### config.mk
export PLATFORM = sky130hd
export DESIGN_NAME = spi_slave_receiver_flat
export DESIGN_NICKNAME = d
export VERILOG_FILES = /design/src/rtl/spi_slave_receiver_if.sv /design/src/rtl/spi_slave_receiver.sv /design/src/flat_wrapper.sv
export SDC_FILE = /design/constraint.sdc
export NUM_CORES = 1
export LEC_CHECK = 0
export BUFFER_PORTS_ARGS = -buffer_cell sky130_fd_sc_hd__buf_4
export CAP_MARGIN = 5
export CORE_ASPECT_RATIO = 1.5
export CORE_MARGIN = 1
export CORE_UTILIZATION = 40
export DETAILED_ROUTE_END_ITERATION = 6
export GPL_ROUTABILITY_DRIVEN = 0
export PLACE_DENSITY_LB_ADDON = 0.15
export SYNTH_ARGS = -nofsm -noshare
export SYNTH_HDL_FRONTEND = slang
export SYNTH_SLANG_ARGS = --single-unit
### constraint.sdc
create_clock -name clock -period 2.45 [get_ports clock]
set_input_delay 0.3675 -clock clock [delete_from_list [all_inputs] [get_ports clock]]
set_output_delay 0.3675 -clock clock [all_outputs]
set_load 0.01 [all_outputs]
### src/rtl/spi_slave_receiver_if.sv
// spi_slave_receiver_if
//   Consumer-side bundle of the SPI slave receiver.
//   slave  modport : the receiver (drives word, valid and status pulses)
//   master modport : the consumer (drives rx_ready)
// Signals:
//   rx_data   [WORD_WIDTH] received word, meaningful while rx_valid
//   rx_valid  word available
//   rx_ready  consumer accepts on rx_valid && rx_ready
//   overrun   1-cycle pulse, completed word dropped
//   frame_err 1-cycle pulse, ss_n released mid-word
//   busy      synchronised slave select is active
interface spi_slave_receiver_if #(
  parameter int WORD_WIDTH = 8
);
  logic [WORD_WIDTH-1:0] rx_data;
  logic                  rx_valid;
  logic                  rx_ready;
  logic                  overrun;
  logic                  frame_err;
  logic                  busy;

  modport slave (
    output rx_data, rx_valid, overrun, frame_err, busy,
    input  rx_ready
  );

  modport master (
    input  rx_data, rx_valid, overrun, frame_err, busy,
    output rx_ready
  );
endinterface

### src/rtl/spi_slave_receiver.sv
// spi_slave_receiver
//   SPI mode-0 slave deserialiser. ss_n/sclk/mosi are synchronised into the
//   clock domain, words are assembled MSB first and handed out over a
//   valid/ready interface. Several words per ss_n frame are supported.
// Ports:
//   clock  system clock
//   reset  asynchronous active-low reset
//   ss_n   slave select (async, active low)
//   sclk   serial clock (async)
//   mosi   serial data (async)
//   rx_if  spi_slave_receiver_if.slave: rx_data/rx_valid/rx_ready,
//          overrun, frame_err, busy
// Build option:
//   SPI_RX_FIFO_EN  when defined, completed words go through a FIFO_DEPTH
//                   entry first-word-fall-through FIFO instead of a single
//                   holding register.
module spi_slave_receiver #(
  parameter int WORD_WIDTH = 8,
  parameter int FIFO_DEPTH = 4
) (
  input  logic                 clock,
  input  logic                 reset,
  input  logic                 ss_n,
  input  logic                 sclk,
  input  logic                 mosi,
  spi_slave_receiver_if.slave  rx_if
);

  localparam int CNT_W = (WORD_WIDTH > 1) ? $clog2(WORD_WIDTH) : 1;
  localparam logic [CNT_W-1:0] CNT_LAST = CNT_W'(WORD_WIDTH - 1);

  typedef enum logic {IDLE, SHIFT} state_t;

  // Pin synchronisers, bit order {ss_n, sclk, mosi}; idle levels on reset.
  logic [2:0] pin_in;
  logic [2:0] sync1_reg, sync2_reg;
  logic       ss_d_reg, sclk_d_reg;
  logic [1:0] flush_reg;
  logic       armed_reg;

  assign pin_in = {ss_n, sclk, mosi};

  always_ff @(posedge clock or negedge reset) begin
    if (!reset) begin
      sync1_reg  <= 3'b100;
      sync2_reg  <= 3'b100;
      ss_d_reg   <= 1'b1;
      sclk_d_reg <= 1'b0;
      flush_reg  <= 2'b00;
      armed_reg  <= 1'b0;
    end else begin
      sync1_reg  <= pin_in;
      sync2_reg  <= sync1_reg;
      ss_d_reg   <= sync2_reg[2];
      sclk_d_reg <= sync2_reg[1];
      flush_reg  <= {flush_reg[0], 1'b1};
      // Arm only once ss_n has been seen high through a flushed synchroniser,
      // so a reset released mid-frame cannot fake a falling edge.
      armed_reg  <= armed_reg | (flush_reg[1] & sync2_reg[2]);
    end
  end

  logic ss_s, sclk_s, mosi_s;
  logic sclk_rise, ss_fall, ss_rise;

  assign ss_s      = sync2_reg[2];
  assign sclk_s    = sync2_reg[1];
  assign mosi_s    = sync2_reg[0];
  assign sclk_rise = sclk_s & ~sclk_d_reg;
  assign ss_fall   = ~ss_s & ss_d_reg & armed_reg;
  assign ss_rise   = ss_s & ~ss_d_reg;

  // Framing FSM
  state_t                state_reg, state_next;
  logic [CNT_W-1:0]      bit_cnt_reg, bit_cnt_next;
  logic [WORD_WIDTH-1:0] shift_reg, shift_next;
  logic                  word_done_reg, word_done_next;
  logic                  frame_err_reg, frame_err_next;

  always_ff @(posedge clock or negedge reset) begin
    if (!reset) begin
      state_reg     <= IDLE;
      bit_cnt_reg   <= '0;
      shift_reg     <= '0;
      word_done_reg <= 1'b0;
      frame_err_reg <= 1'b0;
    end else begin
      state_reg     <= state_next;
      bit_cnt_reg   <= bit_cnt_next;
      shift_reg     <= shift_next;
      word_done_reg <= word_done_next;
      frame_err_reg <= frame_err_next;
    end
  end

  always_comb begin
    state_next     = state_reg;
    bit_cnt_next   = bit_cnt_reg;
    shift_next     = shift_reg;
    word_done_next = 1'b0;
    frame_err_next = 1'b0;
    case (state_reg)
      IDLE: begin
        if (ss_fall) begin
          state_next   = SHIFT;
          bit_cnt_next = '0;
          shift_next   = '0;
        end
      end
      SHIFT: begin
        // ss_n release wins over a coincident sclk edge.
        if (ss_rise) begin
          state_next     = IDLE;
          frame_err_next = (bit_cnt_reg != '0);
          bit_cnt_next   = '0;
          shift_next     = '0;
        end else if (sclk_rise) begin
          shift_next = {shift_reg[WORD_WIDTH-2:0], mosi_s};
          if (bit_cnt_reg == CNT_LAST) begin
            bit_cnt_next   = '0;
            word_done_next = 1'b1;
          end else begin
            bit_cnt_next = bit_cnt_reg + 1'b1;
          end
        end
      end
      default: state_next = IDLE;
    endcase
  end

  // word_done_reg is high the cycle after the last bit lands, when shift_reg
  // holds the complete word; the next sclk rise is several cycles away.
  logic overrun_reg;

`ifdef SPI_RX_FIFO_EN
  localparam int PTR_W = $clog2(FIFO_DEPTH);

  logic [WORD_WIDTH-1:0] mem [FIFO_DEPTH];
  logic [PTR_W:0]        wr_ptr_reg, rd_ptr_reg;
  logic                  fifo_empty, fifo_full, pop, push_ok;

  assign fifo_empty = (wr_ptr_reg == rd_ptr_reg);
  assign fifo_full  = (wr_ptr_reg[PTR_W] != rd_ptr_reg[PTR_W]) &&
                      (wr_ptr_reg[PTR_W-1:0] == rd_ptr_reg[PTR_W-1:0]);
  assign pop        = ~fifo_empty & rx_if.rx_ready;
  assign push_ok    = word_done_reg & (~fifo_full | pop);

  always_ff @(posedge clock) begin
    if (push_ok) mem[wr_ptr_reg[PTR_W-1:0]] <= shift_reg;
  end

  always_ff @(posedge clock or negedge reset) begin
    if (!reset) begin
      wr_ptr_reg  <= '0;
      rd_ptr_reg  <= '0;
      overrun_reg <= 1'b0;
    end else begin
      if (push_ok) wr_ptr_reg <= wr_ptr_reg + 1'b1;
      if (pop)     rd_ptr_reg <= rd_ptr_reg + 1'b1;
      overrun_reg <= word_done_reg & ~push_ok;
    end
  end

  // Head entry falls through; zero while empty so reset shows rx_data = 0.
  assign rx_if.rx_valid = ~fifo_empty;
  assign rx_if.rx_data  = fifo_empty ? '0 : mem[rd_ptr_reg[PTR_W-1:0]];
`else
  logic [WORD_WIDTH-1:0] data_reg;
  logic                  valid_reg;

  always_ff @(posedge clock or negedge reset) begin
    if (!reset) begin
      data_reg    <= '0;
      valid_reg   <= 1'b0;
      overrun_reg <= 1'b0;
    end else begin
      overrun_reg <= 1'b0;
      if (word_done_reg) begin
        // Accept when empty or when the held word is popped this cycle.
        if (!valid_reg || rx_if.rx_ready) begin
          data_reg  <= shift_reg;
          valid_reg <= 1'b1;
        end else begin
          overrun_reg <= 1'b1;
        end
      end else if (valid_reg && rx_if.rx_ready) begin
        valid_reg <= 1'b0;
      end
    end
  end

  assign rx_if.rx_valid = valid_reg;
  assign rx_if.rx_data  = data_reg;
`endif

  assign rx_if.overrun   = overrun_reg;
  assign rx_if.frame_err = frame_err_reg;
  assign rx_if.busy      = armed_reg & ~ss_s;

endmodule

### src/flat_wrapper.sv
// flat-port wrapper written by rule: the top's interface ports become plain ports
module spi_slave_receiver_flat 
#(
  parameter int WORD_WIDTH = 8,
  parameter int FIFO_DEPTH = 4
)
  (clock, reset, ss_n, sclk, mosi, rx_if_rx_data, rx_if_rx_valid, rx_if_overrun, rx_if_frame_err, rx_if_busy, rx_if_rx_ready);
  spi_slave_receiver_if #(.WORD_WIDTH(WORD_WIDTH)) rx_if_i ();
  input  logic clock;
  input  logic reset;
  input  logic ss_n;
  input  logic sclk;
  input  logic mosi;
  output wire logic [$bits(rx_if_i.rx_data)-1:0] rx_if_rx_data;
  output wire logic [$bits(rx_if_i.rx_valid)-1:0] rx_if_rx_valid;
  output wire logic [$bits(rx_if_i.overrun)-1:0] rx_if_overrun;
  output wire logic [$bits(rx_if_i.frame_err)-1:0] rx_if_frame_err;
  output wire logic [$bits(rx_if_i.busy)-1:0] rx_if_busy;
  input wire logic [$bits(rx_if_i.rx_ready)-1:0] rx_if_rx_ready;
  assign rx_if_rx_data = rx_if_i.rx_data;
  assign rx_if_rx_valid = rx_if_i.rx_valid;
  assign rx_if_overrun = rx_if_i.overrun;
  assign rx_if_frame_err = rx_if_i.frame_err;
  assign rx_if_busy = rx_if_i.busy;
  assign rx_if_i.rx_ready = rx_if_rx_ready;
  spi_slave_receiver #(.WORD_WIDTH(WORD_WIDTH), .FIFO_DEPTH(FIFO_DEPTH)) u_core (.clock(clock), .reset(reset), .ss_n(ss_n), .sclk(sclk), .mosi(mosi), .rx_if(rx_if_i));
endmodule
==> flow_summary.json, run 1 <==
{
  "outcome": "completed",
  "power_leakage_nw": 0.8199,
  "nets": 145,
  "antenna_found_initial": 0,
  "fin_ws_ns": 0.8319,
  "synthToLayoutAreaGrowth_pct": 13.76,
  "final_antenna_net_count": 0,
  "placed_area_mm2": 0.001637,
  "cp-start-kind": "register",
  "post_cts_buffers": 0,
  "grt_pass1_vias": 944,
  "drt-pass1-iter-count": 4,
  "min_period_over_period_pct": 66.05,
  "crit_required_ns": 2.65,
  "cts_buffers": 5,
  "grt_setup_unrepaired": "no",
  "p_per_area_mw_per_mm2": 667.4,
  "viasPerCell": 5.372,
  "core-area_mm2": 0.003649,
  "cts_resized": 0,
  "hold_viol": 0,
  "critPathMaxFanout": 24,
  "power_mw": 1.153,
  "cts.clk_slew.worst_paths_ns": 0.07,
  "ys_seq_area_share_pct": 57.91,
  "grt_util_all_layers_pct": 13.76,
  "final_core_util_pct": 47.36,
  "worstSkewPairLatency_ns": 0.29,
  "syn_area_mm2": 0.001519,
  "wl_per_cell_um": 13.57,
  "htree_levels": 2,
  "gr-total-overflow": 0,
  "io_buffers": 17,
  "synth_cells": 119,
  "finalSetupTns_ns": 0,
  "rows": 27,
  "ioPinCount": 18,
  "cts_tree": "built",
  "start_util_pct": 41.63,
  "drive_gt1_share_pct": 35.77,
  "synth-seq-cells": 35,
  "diodes": 0,
  "crit_type": "register to register",
  "grt_max_degree": 36,
  "drtIter0Drc": 17,
  "cts.sinks": 35,
  "period_minus_slack_ns": 1.618,
  "place_hpwl_um": 1648,
  "grt_pass1_wl_um": 4029,
  "die_x_um": 52.32,
  "synth_cell_type_count": 23,
  "avgSynthCellArea_um2": 12.76,
  "cts-root-buf": "clkbuf_8",
  "worstMarginPinSlew_ns": 0.8646,
  "cts_hold_buf": 0,
  "fin_area_mm2": 0.001728,
  "via_count": 967,
  "die_y_um": 77.47,
  "relSlewSlack_pct": 42.36,
  "max_cap_viol_count": 0,
  "endpoint_kind": "register",
  "finalMaxSlewViolations": 0,
  "clk_path_buf_depth": 2,
  "fmax_mhz": 618.0,
  "place_ws_ns": 0.8271,
  "dieArea_mm2": 0.004053,
  "drc_errors": 0,
  "vdd_ir_drop_max_uv": 460.1,
  "final_common_cell": "dfrtp_1",
  "clock-skew-final_ns": 0.007828,
  "layout_common_cells": "dfrtp_1 (32), nand4_1 (22), buf_4 (18), inv_1 (13), o211ai_2 (10)",
  "routed_wl_um": 2442,
  "ys_warn_count": 0,
  "worst_hold_path_type": "input port to asynchronous set/reset pin",
  "setup_viol": 0,
  "cp.arrival_ns": 1.82,
  "synth_nets": 128
}
## cell type report
cell class                 count  area [µm²]
fill                         338        1921
sequential                    35       879.6
multi-input combinational     63       519.2
timing repair buffer          18       135.1
clock buffer                   7       86.33
tap                           43       53.80
inverter                      13       48.80
clock inverter                 1       5.005
## worst max-delay path: stages, from the launching register on
cell and delay, ns:
dfstp_2 0.52, nand2b_1 0.67, nand4_1 0.22, o211ai_2 0.12
## per-stage QoR
| step | hold WS (ns) | instances |
|---|---|---|
| final | 0.01683 | 180 |
| after global routing | 0.04181 | 180 |
| after global placement | 0.3332 | 172 |
| after CTS | 0.02817 | 180 |
| after floorplan | 0.07191 | 119 |
| after detailed placement | 0.3381 | 172 |
## power breakdown
group	switching, mW	internal (mW)
sequential	0.0149	0.602
combinational	0.0744	0.0377
clock	0.198	0.226
total	0.287	0.866
## worst paths after layout
path | start | end | slack (ns) | cells after the start
max in group asynchronous | reset | u_core.ss_d_reg$_DFF_PN1_ | 2.09 | 1
max reg2reg | u_core.ss_d_reg$_DFF_PN1_ | u_core.shift_reg[6]$_DFFE_PN0P_ | 0.83 | 3
min reg2reg | u_core.sync1_reg[0]$_DFF_PN0_ | u_core.sync2_reg[0]$_DFF_PN0_ | 0.35 | 0
min in group clock | sclk | u_core.sync1_reg[1]$_DFF_PN0_ | 0.18 | 1
min | reset | u_core.rx_if.overrun$_DFF_PN0_ | 0.02 | 1
max | u_core.ss_d_reg$_DFF_PN1_ | u_core.shift_reg[6]$_DFFE_PN0P_ | 0.83 | 3
## kinds of logic after synthesis
group / count (synthesis) / synth area share [%]
compound gates: 13 / 10.54
fa+ha+maj: 3 / 2.471
buf+inv: 21 / 7.907
flops: 35 / 57.91
mux: 8 / 5.931
other cells: 1 / 0.2469
simple gates: 38 / 14.99
## cell usage after synthesis
library cell	n	share of area, %
inv_1	13	3.2
a211oi_4	1	1.3
buf_2	3	0.99
buf_8	1	0.99
buf_6	3	2.2
nand2b_1	1	0.41
nor2_1	3	0.74
nand2_2	1	0.41
nand2b_4	1	0.91
dfstp_2	3	5.2
nand3b_1	1	0.49
a21o_1	1	0.49
or2b_1	1	0.49
mux2_2	8	5.9
o211ai_2	10	8.2
buf_4	1	0.49
ha_1	3	2.5
o211ai_1	1	0.49
conb_1	1	0.25
nand2_1	5	1.2
dfrtp_1	32	53
nor2b_1	3	1.2
nand4_1	22	9.1
## routing by layer
layer | GRT usage, % | part of all wire (%) | up-vias
met5 | 0 | 0 | -
met4 | 7.895 | 2.0 | 0
met3 | 5.882 | 4.3 | 6
met2 | 22.78 | 54 | 19
met1 | 13.78 | 40 | 485
li1 | - | - | 457
Note: power is estimated with default switching activity, not from simulation.
==> run 2: changes to the inputs <==
==> constraint.sdc (replaced) <==
create_clock -name clock -period 1.5 [get_ports clock]
set_input_delay 0.225 -clock clock [delete_from_list [all_inputs] [get_ports clock]]
set_output_delay 0.225 -clock clock [all_outputs]
set_load 0.01 [all_outputs]
==> flow_summary.json, run 2 (same netlist as run 1, synthesis figures left out) <==
{
  "io_buffers": 17,
  "seqPwrFrac_pct": 54.4,
  "clk_path_buf_depth": 2,
  "final_common_cell": "dfrtp_1",
  "cts.clk_slew.worst_paths_ns": 0.06,
  "crit_required_ns": 1.69,
  "regArea_um2": 879.6,
  "dieArea_mm2": 0.004053,
  "drt-pass1-iter-count": 4,
  "cts_resized": 0,
  "swShare_pct": 25.15,
  "vdd_ir_drop_max_uv": 870.4,
  "p_comb_share_pct": 11.0,
  "outcome": "completed",
  "final_core_util_pct": 48.66,
  "finalMaxSlewViolations": 0,
  "routed_wl_um": 2576,
  "setup_viol": 0,
  "grt_max_degree": 36,
  "cell_internal_pwr_mw": 1.390,
  "cp-start-kind": "register",
  "met2WireLength_um": 1443,
  "final_antenna_net_count": 0,
  "finalSetupTns_ns": 0,
  "cp.arrival_ns": 1.52,
  "fin_ws_ns": 0.1754,
  "gr-total-overflow": 0,
  "p_clk_share_pct": 34.5,
  "htree_levels": 2,
  "grt_pass1_wl_um": 4471,
  "ioPinCount": 18,
  "period_minus_slack_ns": 1.325,
  "power_mw": 1.857,
  "drive_gt1_share_pct": 36.17,
  "antenna_found_initial": 0,
  "die_y_um": 77.47,
  "multi_input_area_um2": 519.2,
  "wl_per_cell_um": 14.00,
  "drc_errors": 0,
  "nFillCells": 333,
  "fmax_mhz": 754.9,
  "power_leakage_nw": 0.8430,
  "cts_hold_buf": 1,
  "drtIter0Drc": 38,
  "cts_buffers": 5,
  "endpoint_kind": "register",
  "viasPerCell": 5.353,
  "drt-met1-wl_um": 986,
  "nets": 149,
  "max_cap_viol_count": 0,
  "crit_type": "register to register",
  "fin_area_mm2": 0.001775,
  "place_hpwl_um": 1752,
  "grt_pass1_vias": 1009,
  "worst_hold_path_type": "input port to register",
  "rows": 27,
  "cts.sinks": 35,
  "start_util_pct": 41.63,
  "hold_viol": 0,
  "diodes": 0,
  "cts_tree": "built",
  "cts-root-buf": "clkbuf_8",
  "switchingPower_mw": 0.4671,
  "post_cts_buffers": 0,
  "clock-skew-final_ns": 0.01155,
  "place_ws_ns": 0.1741,
  "whs_ns": 0.04723,
  "critPathMaxFanout": 8,
  "placed_cells": 175,
  "synthToLayoutAreaGrowth_pct": 16.89,
  "via_count": 985,
  "layout_common_cells": "dfrtp_1 (32), nand4_1 (22), buf_4 (19), inv_1 (13), o211ai_2 (10)",
  "dr.max_layer_used": "met4",
  "grt_util_all_layers_pct": 15.21,
  "p_per_area_mw_per_mm2": 1046,
  "core-area_mm2": 0.003649,
  "worstSkewPairLatency_ns": 0.29,
  "wl_met3_um": 95,
  "grt_setup_unrepaired": "no",
  "die_x_um": 52.32,
  "min_period_over_period_pct": 88.31,
  "placed_area_mm2": 0.001684,
  "fin_cells": 184
}
-- run 2: final timing paths --
kind,startpoint,to,slack (ns),cells after the start
worst min-delay path,sclk,u_core.sync1_reg[1]$_DFF_PN0_,0.05,1
worst max-delay path,u_core.sync2_reg[2]$_DFF_PN1_,u_core.shift_reg[1]$_DFFE_PN0P_,0.18,4
worst max register to register,u_core.sync2_reg[2]$_DFF_PN1_,u_core.shift_reg[1]$_DFFE_PN0P_,0.18,4
min in group asynchronous,reset,u_core.rx_if.rx_valid$_DFFE_PN0P_,0.42,2
worst min register to register,u_core.flush_reg[0]$_DFF_PN0_,u_core.flush_reg[1]$_DFF_PN0_,0.35,0
max in group asynchronous,reset,u_core.ss_d_reg$_DFF_PN1_,0.74,2
-- run 2: layout make-up --
class                      instances  area share [%]
clock buffer                       7           4.299
clock inverter                     1          0.2819
inverter                          13           2.748
multi-input combinational         63           29.25
sequential                        35           49.54
tap                               43           3.030
timing repair buffer              22           10.85
-- run 2: critical path, stage by stage, from the launching register on --
cell,delay (ns)
dfstp_2,0.56
nand3b_1,0.14
nand2_1,0.17
buf_12,0.20
o211ai_1,0.17
-- run 2: power by group through the flow --
stage               sequential, mW  clock, mW  combinational, mW
floorplan                     1.02          0              0.140
global placement              1.03          0              0.200
detailed placement            1.03          0              0.206
CTS                           1.01      0.686              0.208
global route                  1.01      0.725              0.231
finish                        1.01      0.642              0.205
-- run 2: metal layers --
layer / up-vias / global-route usage [%]
met1: 489 / 16.52
li1: 464 / -
met5: - / 0
met4: 0 / 8.684
met3: 6 / 5.294
met2: 26 / 24.68
